`src/rtl/alu_pkg.sv`:
```
// Shared ALU opcode and sequencer state definitions.
// Imported by the ALU, the command sequencer and its bench.
package alu_pkg;

    typedef enum logic [1:0] {
        ADD  = 2'd0,
        SUB  = 2'd1,
        MUL  = 2'd2,
        NAND = 2'd3
    } alu_op_e;

    typedef enum logic [1:0] {
        IDLE = 2'd0,
        EXEC = 2'd1,
        HOLD = 2'd2
    } seq_state_e;

    function automatic logic is_mul(input logic [1:0] opcode);
        return opcode == MUL;
    endfunction

endpackage

```
`src/rtl/alu_cmd_fifo.sv`:
```
// Show-ahead synchronous FIFO holding {opcode, op1, op2} commands.
// Push is ignored when full and pop is ignored when empty.
module alu_cmd_fifo #(
    parameter int WIDTH        = 32,
    parameter int OPCODE_WIDTH = 2,
    parameter int DEPTH        = 4
) (
    input  logic                    clk,
    input  logic                    rst_n,
    input  logic                    push,
    input  logic [OPCODE_WIDTH-1:0] push_opcode,
    input  logic [WIDTH-1:0]        push_op1,
    input  logic [WIDTH-1:0]        push_op2,
    input  logic                    pop,
    output logic [OPCODE_WIDTH-1:0] head_opcode,
    output logic [WIDTH-1:0]        head_op1,
    output logic [WIDTH-1:0]        head_op2,
    output logic                    full,
    output logic                    empty,
    output logic [$clog2(DEPTH):0]  count
);

    localparam int PTR_W = $clog2(DEPTH);
    localparam int CNT_W = PTR_W + 1;

    logic [OPCODE_WIDTH-1:0] mem_opcode [DEPTH];
    logic [WIDTH-1:0]        mem_op1    [DEPTH];
    logic [WIDTH-1:0]        mem_op2    [DEPTH];
    logic [PTR_W-1:0]        wr_ptr;
    logic [PTR_W-1:0]        rd_ptr;
    logic                    do_push;
    logic                    do_pop;

    assign full    = (count == CNT_W'(DEPTH));
    assign empty   = (count == '0);
    assign do_push = push && !full;
    assign do_pop  = pop && !empty;

    assign head_opcode = mem_opcode[rd_ptr];
    assign head_op1    = mem_op1[rd_ptr];
    assign head_op2    = mem_op2[rd_ptr];

    // Power-of-2 depth lets the pointers wrap on natural overflow.
    always_ff @(posedge clk or negedge rst_n) begin
        if (!rst_n) begin
            wr_ptr <= '0;
            rd_ptr <= '0;
            count  <= '0;
        end else begin
            if (do_push) wr_ptr <= wr_ptr + PTR_W'(1);
            if (do_pop)  rd_ptr <= rd_ptr + PTR_W'(1);
            case ({do_push, do_pop})
                2'b10:   count <= count + CNT_W'(1);
                2'b01:   count <= count - CNT_W'(1);
                default: count <= count;
            endcase
        end
    end

    always_ff @(posedge clk) begin
        if (do_push) begin
            mem_opcode[wr_ptr] <= push_opcode;
            mem_op1[wr_ptr]    <= push_op1;
            mem_op2[wr_ptr]    <= push_op2;
        end
    end

endmodule

```
`src/rtl/alu_cmd_sequencer.sv`:
```
// Issue stage for the combinational ALU: buffers commands, drives one at a time,
// waits the per-opcode settle time and returns the registered result.
//
//   state | meaning
//   IDLE  | nothing in flight; pops the FIFO head as soon as one is present
//   EXEC  | operands on the ALU; cnt counts down the remaining settle cycles
//   HOLD  | result registered, rsp_valid high until the consumer takes it
module alu_cmd_sequencer
    import alu_pkg::*;
#(
    parameter int WIDTH        = 32,
    parameter int OPCODE_WIDTH = 2,
    parameter int DEPTH        = 4,
    parameter int MUL_CYCLES   = 2
) (
    input  logic                    clk,
    input  logic                    rst_n,
    input  logic                    cmd_valid,
    output logic                    cmd_ready,
    input  logic [OPCODE_WIDTH-1:0] cmd_opcode,
    input  logic [WIDTH-1:0]        cmd_op1,
    input  logic [WIDTH-1:0]        cmd_op2,
    output logic [OPCODE_WIDTH-1:0] alu_opcode,
    output logic [WIDTH-1:0]        alu_op1,
    output logic [WIDTH-1:0]        alu_op2,
    input  logic [WIDTH-1:0]        alu_result,
    output logic                    rsp_valid,
    input  logic                    rsp_ready,
    output logic [WIDTH-1:0]        rsp_result,
    output logic [OPCODE_WIDTH-1:0] rsp_opcode,
    output logic [$clog2(DEPTH):0]  fifo_count,
    output logic                    busy
);

    localparam int CNT_W = (MUL_CYCLES > 1) ? $clog2(MUL_CYCLES) : 1;
    localparam logic [CNT_W-1:0] MUL_LOAD = CNT_W'(MUL_CYCLES - 1);

    seq_state_e              state;
    logic [CNT_W-1:0]        cnt;
    logic [OPCODE_WIDTH-1:0] head_opcode;
    logic [WIDTH-1:0]        head_op1;
    logic [WIDTH-1:0]        head_op2;
    logic                    full;
    logic                    empty;
    logic                    pop;

    assign cmd_ready = !full;
    assign busy      = (state != IDLE) || !empty;
    // HOLD hands straight over to the next command on the handshake edge.
    assign pop       = !empty && ((state == IDLE) || ((state == HOLD) && rsp_ready));

    alu_cmd_fifo #(
        .WIDTH        (WIDTH),
        .OPCODE_WIDTH (OPCODE_WIDTH),
        .DEPTH        (DEPTH)
    ) u_fifo (
        .clk         (clk),
        .rst_n       (rst_n),
        .push        (cmd_valid),
        .push_opcode (cmd_opcode),
        .push_op1    (cmd_op1),
        .push_op2    (cmd_op2),
        .pop         (pop),
        .head_opcode (head_opcode),
        .head_op1    (head_op1),
        .head_op2    (head_op2),
        .full        (full),
        .empty       (empty),
        .count       (fifo_count)
    );

    always_ff @(posedge clk or negedge rst_n) begin
        if (!rst_n) begin
            state      <= IDLE;
            cnt        <= '0;
            alu_opcode <= '0;
            alu_op1    <= '0;
            alu_op2    <= '0;
            rsp_valid  <= 1'b0;
            rsp_result <= '0;
            rsp_opcode <= '0;
        end else begin
            case (state)
                IDLE: begin
                    if (pop) state <= EXEC;
                end
                EXEC: begin
                    if (cnt == '0) begin
                        rsp_result <= alu_result;
                        rsp_opcode <= alu_opcode;
                        rsp_valid  <= 1'b1;
                        state      <= HOLD;
                    end else begin
                        cnt <= cnt - CNT_W'(1);
                    end
                end
                HOLD: begin
                    if (rsp_ready) begin
                        rsp_valid <= 1'b0;
                        state     <= pop ? EXEC : IDLE;
                    end
                end
                default: state <= IDLE;
            endcase

            if (pop) begin
                alu_opcode <= head_opcode;
                alu_op1    <= head_op1;
                alu_op2    <= head_op2;
                cnt        <= is_mul(2'(head_opcode)) ? MUL_LOAD : '0;
            end
        end
    end

endmodule
```
`config.mk`:
```
export PLATFORM = sky130hd
export DESIGN_NAME = alu_cmd_sequencer
export DESIGN_NICKNAME = d
export VERILOG_FILES = /design/src/rtl/alu_pkg.sv /design/src/rtl/alu_cmd_fifo.sv /design/src/rtl/alu_cmd_sequencer.sv
export SDC_FILE = /design/constraint.sdc
export NUM_CORES = 1
export LEC_CHECK = 0
export CAP_MARGIN = 20
export CORE_MARGIN = 3
export CORE_UTILIZATION = 35
export DETAILED_ROUTE_END_ITERATION = 10
export PLACE_DENSITY = 0.57
export SLEW_MARGIN = 20
export SYNTH_ARGS = -nofsm -noshare
export SYNTH_HDL_FRONTEND = slang
export SYNTH_SLANG_ARGS = --single-unit
```
`constraint.sdc`:
```
create_clock -name clk -period 5.52 [get_ports clk]
set_input_delay 0.552 -clock clk [delete_from_list [all_inputs] [get_ports clk]]
set_output_delay 0.552 -clock clk [all_outputs]
set_load 0.01 [all_outputs]
```
* Word-level counts from Yosys, hierarchy flattened
Memories as Yosys holds them, arrays and structs flattened. A register that Yosys moved wholly into a read port is not among the register bits. Index checks and enable logic that the tools add are counted.
Operators by class: add/subtract/negate cells 5, muxes and demuxes 15, bitwise logic cells 1, reductions and logical operators 19, equality and inequality tests 9
Operators by type and width (number):
- two-way mux 1 bit | 9
- nonzero test 2 bit | 4
- equality test 2 bit, second input constant | 3
- two-way mux 2 bit | 3
- != test 2 bit, second input constant | 3
- case mux 2 bit (3 select lines) | 1
- case mux 3 bit (2 select lines) | 1
- AND reduction 3 bit | 2
- adder 2 x 1 -> 2 bit, second input constant | 2
- equality test 2 x 1 -> 1 bit, second input constant | 2
- logical AND 1 bit | 4
- logical NOT 1 bit | 4
- adder 3 x 1 -> 3 bit, second input constant | 1
- equality test 3 bit, second input constant | 1
- logical NOT 3 bit | 1
- subtractor 3 x 1 -> 3 bit, second input constant | 1
- logical NOT 2 bit | 1
- logical OR 1 bit | 2
- case mux 1 bit (2 select lines) | 1
- AND reduction 2 bit | 1
- NOT 1 bit | 1
- subtractor 1 bit, second input constant | 1
Word-level totals: input bits 102, memories kept 3, bits in registers 47, memory bits (writable) 264, word-level logic and storage cells 61
Memories:
- u_fifo.mem_op1 | words 4, bits a word 32, rd ports 1, clocked after memory_dff 1, wr ports 1, line alu_cmd_fifo.sv:27 | logic [WIDTH-1:0] mem_op1 [DEPTH];
- u_fifo.mem_op2 | words 4, bits a word 32, rd ports 1, clocked after memory_dff 1, wr ports 1, line alu_cmd_fifo.sv:28 | logic [WIDTH-1:0] mem_op2 [DEPTH];
- u_fifo.mem_opcode | words 4, bits a word 2, rd ports 1, clocked after memory_dff 0, wr ports 1, line alu_cmd_fifo.sv:26 | logic [OPCODE_WIDTH-1:0] mem_opcode [DEPTH];

* Longest topological paths before layout
Gate-level depths: netlist (run 1).
depth in word-level cells 7, gate-level depth with buffers 9, depth with buffers taken out 9

* Modules after synthesis
A second synthesis (run 1) with hierarchy kept.
Second synthesis, totals: cell total of the unflattened synthesis 616, area, all modules 13880.8 sq um
By module, submodules not included:
- alu_cmd_fifo | sequential area each 8102.8 sq um, area an instance 9960.8 sq um, times used 1, cells an instance 382
- alu_cmd_sequencer | sequential area each 2602.5 sq um, area an instance 3920.0 sq um, times used 1, cells an instance 234

* Least setup slack after synthesis (run 1)
OpenSTA, ideal clock, no wires.
kind register -> register, from register u_fifo.count[2], to memory u_fifo.mem_op1[0][0] (enable), clock period less this slack 2.765 ns, arrival 2.333 ns, buffers on the path 0, path slack 2.755 ns, stages on the path, launching flop included 3, path through dfrtp_1 > or3b_1 > and3_1
On the way: cells in the longest elaborated chain, start to end 5
RTL lines:
- start, declared | line alu_cmd_fifo.sv:20 | output logic [$clog2(DEPTH):0] count
- start signal, assigned | line alu_cmd_fifo.sv:53 | 2'b10: count <= count + CNT_W'(1);
- start signal, assigned | line alu_cmd_fifo.sv:54 | 2'b01: count <= count - CNT_W'(1);
- start signal, assigned | line alu_cmd_fifo.sv:55 | default: count <= count;
- equality test 3 bit | line alu_cmd_fifo.sv:34 | assign full = (count == CNT_W'(DEPTH));
- logical NOT 1 bit
- net cmd_ready | line alu_cmd_sequencer.sv:19 | output logic cmd_ready,
- logical AND 1 bit | line alu_cmd_fifo.sv:36 | assign do_push = push && !full;
- two-way mux 1 bit | line alu_cmd_fifo.sv:61 | if (do_push) begin
- two-way mux 1 bit (not written as such) | line alu_cmd_fifo.sv:63 | mem_op1[wr_ptr] <= push_op1;
- end, declared | line alu_cmd_fifo.sv:27
The timed path passes the listed nets, and every way through them passes these cells.

* Final worst setup path (run 1)
from register u_fifo.count[0], to output busy
On the way: cells in the longest elaborated chain, start to end 3
RTL lines:
- logical NOT 3 bit | line alu_cmd_fifo.sv:35 | assign empty = (count == '0);
- logical NOT 1 bit | line alu_cmd_sequencer.sv:48 | assign busy = (state != IDLE) || !empty;
- logical OR 1 bit | line alu_cmd_sequencer.sv:48
- end, declared | line alu_cmd_sequencer.sv:32 | output logic busy
No other way between the ends.

==> results.json, run 1 <==
{
  "ys_seq_area_share_pct": 76.8,
  "slowest_delay_ns": 0.53,
  "setup_viol": 0,
  "synth_seq_cells": 375,
  "synth_edf_count": 264,
  "hold_path.class": "input port to async pin",
  "crit_buf_inv": 1,
  "holdBufCountCts": 0,
  "syn-cell-area_sq_um": 13900,
  "area_growth_pct": 28.8,
  "synth_warnings": 0,
  "switching_share_pct": 27.8,
  "p_int_mw": 7.56,
  "synth_nets": 720,
  "netlist_top_cells_count": "edfxtp_1 (264), dfrtp_1 (111), mux2_2 (73)",
  "gr-total-overflow": 0,
  "post-dp-hpwl_um": 17000,
  "synth_top_area_share_pct": 56.9,
  "cts_max_level": 2,
  "track_usage_pct": 13.5,
  "vias": 6532,
  "initial_utilization_pct": 35.7,
  "drive_above_1_share_pct": 28.0,
  "io_pins": 208,
  "synth_area_per_cell_sq_um": 22.8,
  "root_buffer": "clkbuf_16",
  "setup_ws_ns": 2.87,
  "antenna_found_initial": 1,
  "pwr-share-clk_pct": 25.3,
  "numClockSinks": 375,
  "cts_setup_buffers": 0,
  "cts_inserted_buffers": 41,
  "required_ns": 4.97,
  "path_cells": "nor3_1 > nand2_1 > clkdlybuf4s50_1",
  "portBuffers": 207,
  "clkTransAtPathRegs_ns": 0.06,
  "final.setup_skew_ns": 0.00897,
  "clkLatencyLatePin_ns": 0.52,
  "via_per_inst": 4.67,
  "fin_tns_setup_ns": 0,
  "routabilityCongestion": 0.659,
  "yosysMostFrequentCell": "edfxtp_1",
  "p_comb_share_pct": 33.1,
  "tightest_slew_ns": 0.706,
  "post-route-util_pct": 46.0,
  "min_period_ns": 2.65,
  "drt-pass1-iter-count": 4,
  "syn_inst": 612,
  "dp_worst_setup_slack_ns": 2.74,
  "core_area_sq_um": 39000,
  "cts_tree": "yes",
  "cap_violations": 0,
  "leakage_nw": 6.34,
  "synth_top_cell_by_area": "edfxtp_1",
  "avgRoutedWirePerCell_um": 20.5,
  "drv_slew": 0,
  "die_area_sq_um": 42300,
  "dieWidth_um": 206,
  "min_period_over_period_pct": 48.1,
  "die_height_um": 206,
  "num_antenna_cells": 0,
  "whs_ns": 0.0275,
  "cp_max_fo": 5,
  "async_flop_share_pct": 29.6,
  "crit_path_top_delay_cell": "clkdlybuf4s50_1",
  "synth-main-ff-cell": "edfxtp_1",
  "grt_start_max_net_pins": 72,
  "power_density_nw_per_um2": 583,
  "post-route-drc-count": 0,
  "rrSetupSlack_ns": 3.21,
  "rsz0062_at_grt": "false",
  "r2r_cells": 9,
  "drtAntennaViolNets": 0,
  "hold_viol": 0,
  "n_fill_cell": 3302,
  "relSlewSlack_pct": 52.9,
  "max_freq_ghz": 0.377,
  "path_class": "flop to primary output",
  "dpl_cell_area_sq_um": 16600,
  "finalInstanceArea_sq_um": 18000,
  "cts_resized": 0,
  "status": "complete, no violations",
  "cp.depth": 3,
  "fp-row-count": 72,
  "worstPathArrival_ns": 2.10,
  "final_nets": 956,
  "grt_pass1_vias": 7058,
  "ys_types": 29,
  "totalWireLength_um": 28700,
  "ys_top_cells_by_area": "edfxtp_1 (57%), dfrtp_1 (20%), mux4_2 (11%), mux2_2 (5.9%), mux2_4 (3.0%)",
  "drt-initial-drc-count": 294,
  "ir_drop_uv": 262,
  "grt_pass1_wl_um": 43300,
  "startpoint_type": "flop",
  "cp_top_family": "simple AND/OR/NAND/NOR gates",
  "clockBufferDepth": 3,
  "seq_power_share_pct": 41.6,
  "p_sw_mw": 2.91,
  "critPathCaptureType": "primary output"
}
[power by group through the flow]
stage          logic [mW]  clock network [mW]  registers [mW]
2_1_floorplan        2.07                   0            4.43
3_3_place_gp         3.35                   0            4.55
3_5_place_dp         3.38                   0            4.56
4_1_cts              3.40                2.74            4.51
5_1_grt              3.72                2.86            4.47
6_report             3.46                2.65            4.36
[per-stage QoR]
stage,power (mW),cells
after detailed placement,7.95,1321
final,10.5,1399
after global routing,11.1,1399
after global placement,7.90,1321
after CTS,10.7,1397
after floorplan,6.50,612
[cells by family (layout without fill, tap and decap cells)]
kind of cell             after synthesis  count (layout)  share of synthesized area (%)
multiplexers                         170             170                           19.8
adder cells (fa/ha/maj)                6               6                          0.592
AND/OR/NAND/NOR                       21              21                          0.853
AO/OA/AOI/OAI                          2               2                         0.0897
flip-flops                           375             375                           76.8
XOR/XNOR                               6               6                          0.377
buffers and inverters                 32             301                           1.52
[worst paths after layout]
kind,from,to
min in group clk,rsp_result[10]$_DFFE_PN0P_,rsp_result[10]$_DFFE_PN0P_
worst max register to register,u_fifo.count[1]$_DFFE_PN0P_,u_fifo.count[2]$_DFFE_PN0P_
worst max-delay path,u_fifo.count[0]$_DFFE_PN0P_,busy
max in group asynchronous,rst_n,u_fifo.rd_ptr[0]$_DFFE_PN0P_
worst min register to register,rsp_result[10]$_DFFE_PN0P_,rsp_result[10]$_DFFE_PN0P_
worst min-delay path,rst_n,alu_op2[30]$_DFFE_PN0P_
[per-layer routing]
metal  global-route usage (%)  part of all wire, %  vias to the layer above
li1                         -                    -                     2925
met1                     18.5                   44                     3401
met2                     22.4                   49                      164
met3                     2.93                  5.5                       40
met4                     2.88                  1.6                        2
met5                        0                0.038                        -
[layout make-up]
class | count | area [sq um] | share of cell area [%]
flip-flops and latches | 375 | 10700 | 59.7
multi-input cells | 205 | 3050 | 17.0
repair buffers | 218 | 2190 | 12.2
clock buffers | 60 | 1200 | 6.68
well taps | 518 | 648 | 3.61
clock inverters | 16 | 130 | 0.725
inverters | 7 | 26.3 | 0.146
[registers in the layout (all words and copies together), names as in the netlist, 3 cells and up]
signal and cells:
u_fifo.mem_op1 128, u_fifo.mem_opcode 8, alu_op2 32, u_fifo.mem_op2 128, u_fifo.count 3, alu_op1 32, rsp_result 32
[worst register-to-register path, delay by kind of cell, from the launching register on]
family | cells | cell delay [ns]
XOR/XNOR | 2 | 0.29
adder cells (fa/ha/maj) | 2 | 0.53
buffers and inverters | 2 | 0.12
flip-flops | 1 | 0.42
AND/OR/NAND/NOR | 3 | 0.88
[layout by cell type, fill, tap and decap left out, types with 2 or more instances in the layout]
cell type        netlist  routed
edfxtp_1             264     264
clkdlybuf4s50_1        0     206
dfrtp_1              111     109
mux2_2                73      73
mux4_2                66      66
clkbuf_16              0      43
mux2_4                28      28
clkbuf_1               5      11
buf_4                  0       9
inv_1                  7       7
clkinv_2               0       7
clkbuf_8               0       6
nor2_1                 5       5
ha_1                   5       5
clkinv_1               0       5
and3_4                 0       4
xor2_1                 4       4
nand2_1                3       3
nand2b_1               2       2
mux2i_1                2       2
xnor2_1                2       2
bufinv_16              0       2
dfrtp_4                0       2
Power figures use the tool's default switching activity.
==> run 2: changes to the inputs <==
clock period = 2.5 ns   (was 5.52 ns; I/O delays follow)
==> results.json, run 2 (same netlist as run 1, synthesis figures left out) <==
{
  "status": "complete, no violations",
  "leakage_nw": 6.42,
  "vias": 6553,
  "rrSetupSlack_ns": 0.24,
  "grt_pass1_wl_um": 43300,
  "cts_max_level": 2,
  "cts_inserted_buffers": 41,
  "p_int_mw": 16.9,
  "initial_utilization_pct": 35.7,
  "core_area_sq_um": 39000,
  "reg.largest.list": "u_fifo.mem_op1 x128, u_fifo.mem_op2 x128",
  "avgRoutedWirePerCell_um": 20.3,
  "mostFrequentLayoutCells": "edfxtp_1 (264), clkdlybuf4s50_1 (206), dfrtp_1 (109)",
  "p_sw_mw": 6.48,
  "critPathCaptureType": "flop",
  "drv_slew": 0,
  "drive_above_1_share_pct": 28.6,
  "cap_violations": 0,
  "crit_start": "u_fifo.count[0]$_DFFE_PN0P_",
  "startpoint_type": "flop",
  "min_period_ns": 2.26,
  "num_antenna_cells": 0,
  "clkLatencyLatePin_ns": 0.55,
  "final_common_cell": "edfxtp_1",
  "drt-pass1-iter-count": 4,
  "final_nets": 965,
  "post-route-drc-count": 0,
  "totalWireLength_um": 28500,
  "max_freq_ghz": 0.442,
  "required_ns": 2.96,
  "fp-row-count": 72,
  "seq_power_share_pct": 40.9,
  "setup_viol": 0,
  "cts_setup_buffers": 0,
  "area_growth_pct": 30.3,
  "drtAntennaViolNets": 0,
  "io_pins": 208,
  "clkTransAtPathRegs_ns": 0.06,
  "antenna_found_initial": 2,
  "routabilityCongestion": 0.668,
  "grt_start_max_net_pins": 70,
  "grt_pass1_vias": 7108,
  "n_fill_cell": 3299,
  "switching_share_pct": 27.7,
  "track_usage_pct": 13.7,
  "relSlewSlack_pct": 64.8,
  "hold_path.class": "input port to async pin",
  "dieWidth_um": 206,
  "numClockSinks": 375,
  "r2r_start": "u_fifo.count[0]$_DFFE_PN0P_",
  "clockBufferDepth": 3,
  "die_height_um": 206,
  "cp_max_fo": 6,
  "rsz0062_at_grt": "false",
  "final.setup_skew_ns": 0.0137,
  "hold_viol": 0,
  "gr-total-overflow": 0,
  "power_density_nw_per_um2": 1290,
  "power_mw": 23.4,
  "fin_tns_setup_ns": 0,
  "worstPathArrival_ns": 2.72,
  "pwr-share-clk_pct": 24.9,
  "via_per_inst": 4.66,
  "portBuffers": 207,
  "cts_tree": "yes",
  "min_period_over_period_pct": 90.5,
  "post-dp-hpwl_um": 16900,
  "ir_drop_uv": 607,
  "root_buffer": "clkbuf_16",
  "tightest_slew_ns": 0.528,
  "path_class": "flop to flop",
  "p_comb_share_pct": 34.2,
  "die_area_sq_um": 42300,
  "drt-initial-drc-count": 268
}
-- run 2: cell count changes in the layout (fill, tap and decap cells not counted), sizes merged --
cell,before,now
buf,12,20
clkbuf,60,59
clkinvlp,1,0
dlygate4sd3,0,1
-- run 2: worst max-delay path: stages (launching register included) --
cell	delay, ns
dfrtp_1	0.43
or3b_1	0.46
and2_1	0.24
inv_1	0.07
ha_1	0.16
inv_1	0.06
fa_1	0.37
xor2_1	0.15
nor2_1	0.10
xor2_1	0.15
-- run 2: path summary, 6_finish.rpt --
path | endpoint | depth (start not counted)
worst max-delay path | u_fifo.count[2]$_DFFE_PN0P_ | 9
worst min-delay path | alu_op2[30]$_DFFE_PN0P_ | 2
worst max register to register | u_fifo.count[2]$_DFFE_PN0P_ | 9
worst min register to register | rsp_result[20]$_DFFE_PN0P_ | 1
max in group asynchronous | alu_op2[15]$_DFFE_PN0P_ | 3
min in group clk | rsp_result[5]$_DFFE_PN0P_ | 2
-- run 2: metal layers --
metal	wire, um	track usage, %	up-vias	share of wire [%]
li1	-	-	2941	-
met1	12200	17.7	3411	43
met2	14100	22.4	162	49
met3	1650	3.50	37	5.8
met4	601	4.74	2	2.1
met5	17	0	-	0.060
-- run 2: cell type report --
cell class	instances	area [sq um]	area share (%)
inverters	7	26.3	0.145
well taps	518	648	3.57
clock buffers	59	1200	6.58
flip-flops and latches	375	10700	59.0
multi-input cells	205	3060	16.9
repair buffers	227	2400	13.2
clock inverters	15	121	0.668
-- run 2: timing repair --
| action | 4_1_cts | 5_1_grt |
|---|---|---|
| hold buffers | 1 | 0 |
| hold endpoints to repair | 45 | 0 |
| setup endpoints to repair | 0 | 1 |
| gates resized for setup | 0 | 1 |
-- run 2: stage by stage --
stage	cells	hold WS [ns]	util, %	setup WS, ns	cell area (sq um)
4_1_cts	1406	0.218	46.6	0.0581	18200
3_5_place_dp	1331	0.250	43.2	0.234	16800
5_1_grt	1406	0.264	46.6	0.103	18200
2_1_floorplan	612	-0.0456	-	0.303	13900
6_report	1406	0.234	46.6	0.237	18200
3_3_place_gp	1331	0.251	43.2	0.271	16800
-- run 2: power groups by stage --
| stage | sequential (mW) | clock, mW | combinational [mW] |
|---|---|---|---|
| 2_1_floorplan | 9.73 | 0 | 4.58 |
| 6_report | 9.56 | 5.83 | 8.01 |
| 3_5_place_dp | 9.70 | 0 | 8.21 |
| 5_1_grt | 9.79 | 6.32 | 8.61 |
| 4_1_cts | 9.61 | 6.04 | 8.23 |
| 3_3_place_gp | 9.67 | 0 | 8.14 |
==> run 3: changes to the inputs <==
CTS_CLUSTER_DIAMETER = 30   (was not set)
==> results.json, run 3 (same netlist as run 1, synthesis figures left out) <==
{
  "critPathCaptureType": "flop",
  "clkLatencyLatePin_ns": 0.58,
  "reg.largest.list": "u_fifo.mem_op1 x128, u_fifo.mem_op2 x128",
  "use_met3_pct": 4.37,
  "worstPathArrival_ns": 2.76,
  "cts_tree": "yes",
  "root_buffer": "clkbuf_16",
  "hold_path.class": "input port to async pin",
  "drt-pass1-iter-count": 4,
  "dp.cells": 1331,
  "routabilityCongestion": 0.668,
  "p_int_mw": 21.8,
  "antenna_found_initial": 2,
  "met1_usage_pct": 17.8,
  "cts_inserted_buffers": 85,
  "switching_share_pct": 26.1,
  "vias": 6933,
  "drt-initial-drc-count": 266,
  "leakage_nw": 7.27,
  "setup_ws_ns": 0.234,
  "setup_viol": 0,
  "seq_power_share_pct": 32.5,
  "ir_drop_uv": 815,
  "min_period_over_period_pct": 90.6,
  "cts_setup_buffers": 0,
  "status": "complete, no violations",
  "hold_viol": 0,
  "drv_slew": 0,
  "p_comb_share_pct": 27.2,
  "final.setup_skew_ns": 0.0123,
  "num_antenna_cells": 0,
  "fp-row-count": 72,
  "drtAntennaViolNets": 0,
  "gr-total-overflow": 0,
  "power_mw": 29.5,
  "tightest_slew_ns": 0.535,
  "via_per_inst": 4.65,
  "numClockSinks": 375,
  "post-route-drc-count": 0,
  "path_class": "flop to flop",
  "portBuffers": 207,
  "initial_utilization_pct": 35.7,
  "max_freq_ghz": 0.441,
  "core_area_sq_um": 39000,
  "p_sw_mw": 7.70,
  "power_density_nw_per_um2": 1470,
  "required_ns": 3.00,
  "track_usage_pct": 14.3,
  "cts_max_level": 3,
  "final_nets": 1009,
  "totalWireLength_um": 29600,
  "finalInstanceArea_sq_um": 20000,
  "min_period_ns": 2.27,
  "post-dp-hpwl_um": 16900,
  "post-route-util_pct": 51.3,
  "dieWidth_um": 206,
  "n_fill_cell": 3151,
  "cp_max_fo": 6,
  "busiest_layer": "met2",
  "startpoint_type": "flop",
  "relSlewSlack_pct": 64.3,
  "dp_worst_setup_slack_ns": 0.234,
  "grt_pass1_wl_um": 45200,
  "pwr-share-clk_pct": 40.3,
  "final_common_cell": "edfxtp_1",
  "rsz0062_at_grt": "false",
  "mostFrequentLayoutCells": "edfxtp_1 (264), clkdlybuf4s50_1 (206), dfrtp_1 (109)",
  "avgRoutedWirePerCell_um": 19.9,
  "die_height_um": 206,
  "area_growth_pct": 43.5,
  "grt_pass1_vias": 7711,
  "clkTransAtPathRegs_ns": 0.05,
  "clockBufferDepth": 3,
  "cap_violations": 0,
  "whs_ns": 0.209,
  "die_area_sq_um": 42300,
  "grt_start_max_net_pins": 70,
  "met2_usage_pct": 23.2,
  "drive_above_1_share_pct": 35.6,
  "io_pins": 208,
  "fin_tns_setup_ns": 0,
  "dpl_cell_area_sq_um": 16800,
  "stdcell_count": 1492
}
run 3: cell types whose count changed in the layout (fill, tap and decap cells not counted), moves of 2 or more:
cell	previous run	this run
clkbuf_1	10	7
clkinv_4	0	11
clkinv_2	6	8
clkinv_1	6	2
clkbuf_16	43	91
bufinv_16	2	15
clkinvlp_4	0	15
run 3: worst paths after layout:
| check | startpoint | to | slack (ns) | cells past startpoint |
|---|---|---|---|---|
| worst min register to register | rsp_result[20]$_DFFE_PN0P_ | rsp_result[20]$_DFFE_PN0P_ | 0.50 | 1 |
| worst min-delay path | rst_n | alu_op2[14]$_DFFE_PN0P_ | 0.21 | 2 |
| min in group clk | alu_result[5] | rsp_result[5]$_DFFE_PN0P_ | 0.28 | 2 |
| worst max register to register | u_fifo.count[0]$_DFFE_PN0P_ | u_fifo.count[2]$_DFFE_PN0P_ | 0.23 | 9 |
| worst max-delay path | u_fifo.count[0]$_DFFE_PN0P_ | u_fifo.count[2]$_DFFE_PN0P_ | 0.23 | 9 |
| max in group asynchronous | rst_n | alu_op1[19]$_DFFE_PN0P_ | 1.63 | 3 |
run 3: power by group through the flow:
stage	sequential, mW	clock [mW]	combinational, mW
floorplan	9.73	0	4.58
global placement	9.67	0	8.14
detailed placement	9.70	0	8.21
CTS	9.64	12.1	8.24
global route	9.81	12.5	8.63
finish	9.59	11.9	8.02
run 3: what timing repair did:
item                                    CTS  global route
hold buffers                              1             0
endpoints found under the hold margin    45             0
gates resized for setup                   0             1
endpoints found under the setup margin    0             1
run 3: final cells by class:
type,count,area (sq um),area share [%]
Sequential cell,375,10700,53.6
Multi-Input combinational cell,205,3060,15.3
Timing Repair Buffer,227,2400,12.0
Clock buffer,104,2390,11.9
Clock inverter,56,767,3.83
Tap cell,518,648,3.24
Inverter,7,26.3,0.131
run 3: metal layers:
layer	wire [um]	up-vias	share of wire (%)
met3	1930	50	6.5
met5	27	-	0.091
li1	-	3076	-
met2	14800	202	50
met1	12300	3601	41
met4	604	4	2.0
run 3: worst max-delay path: stages (launching register included):
cell,delay (ns)
dfrtp_1,0.43
or3b_1,0.46
and2_1,0.24
inv_1,0.07
ha_1,0.17
inv_1,0.06
fa_1,0.37
xor2_1,0.15
nor2_1,0.10
xor2_1,0.15
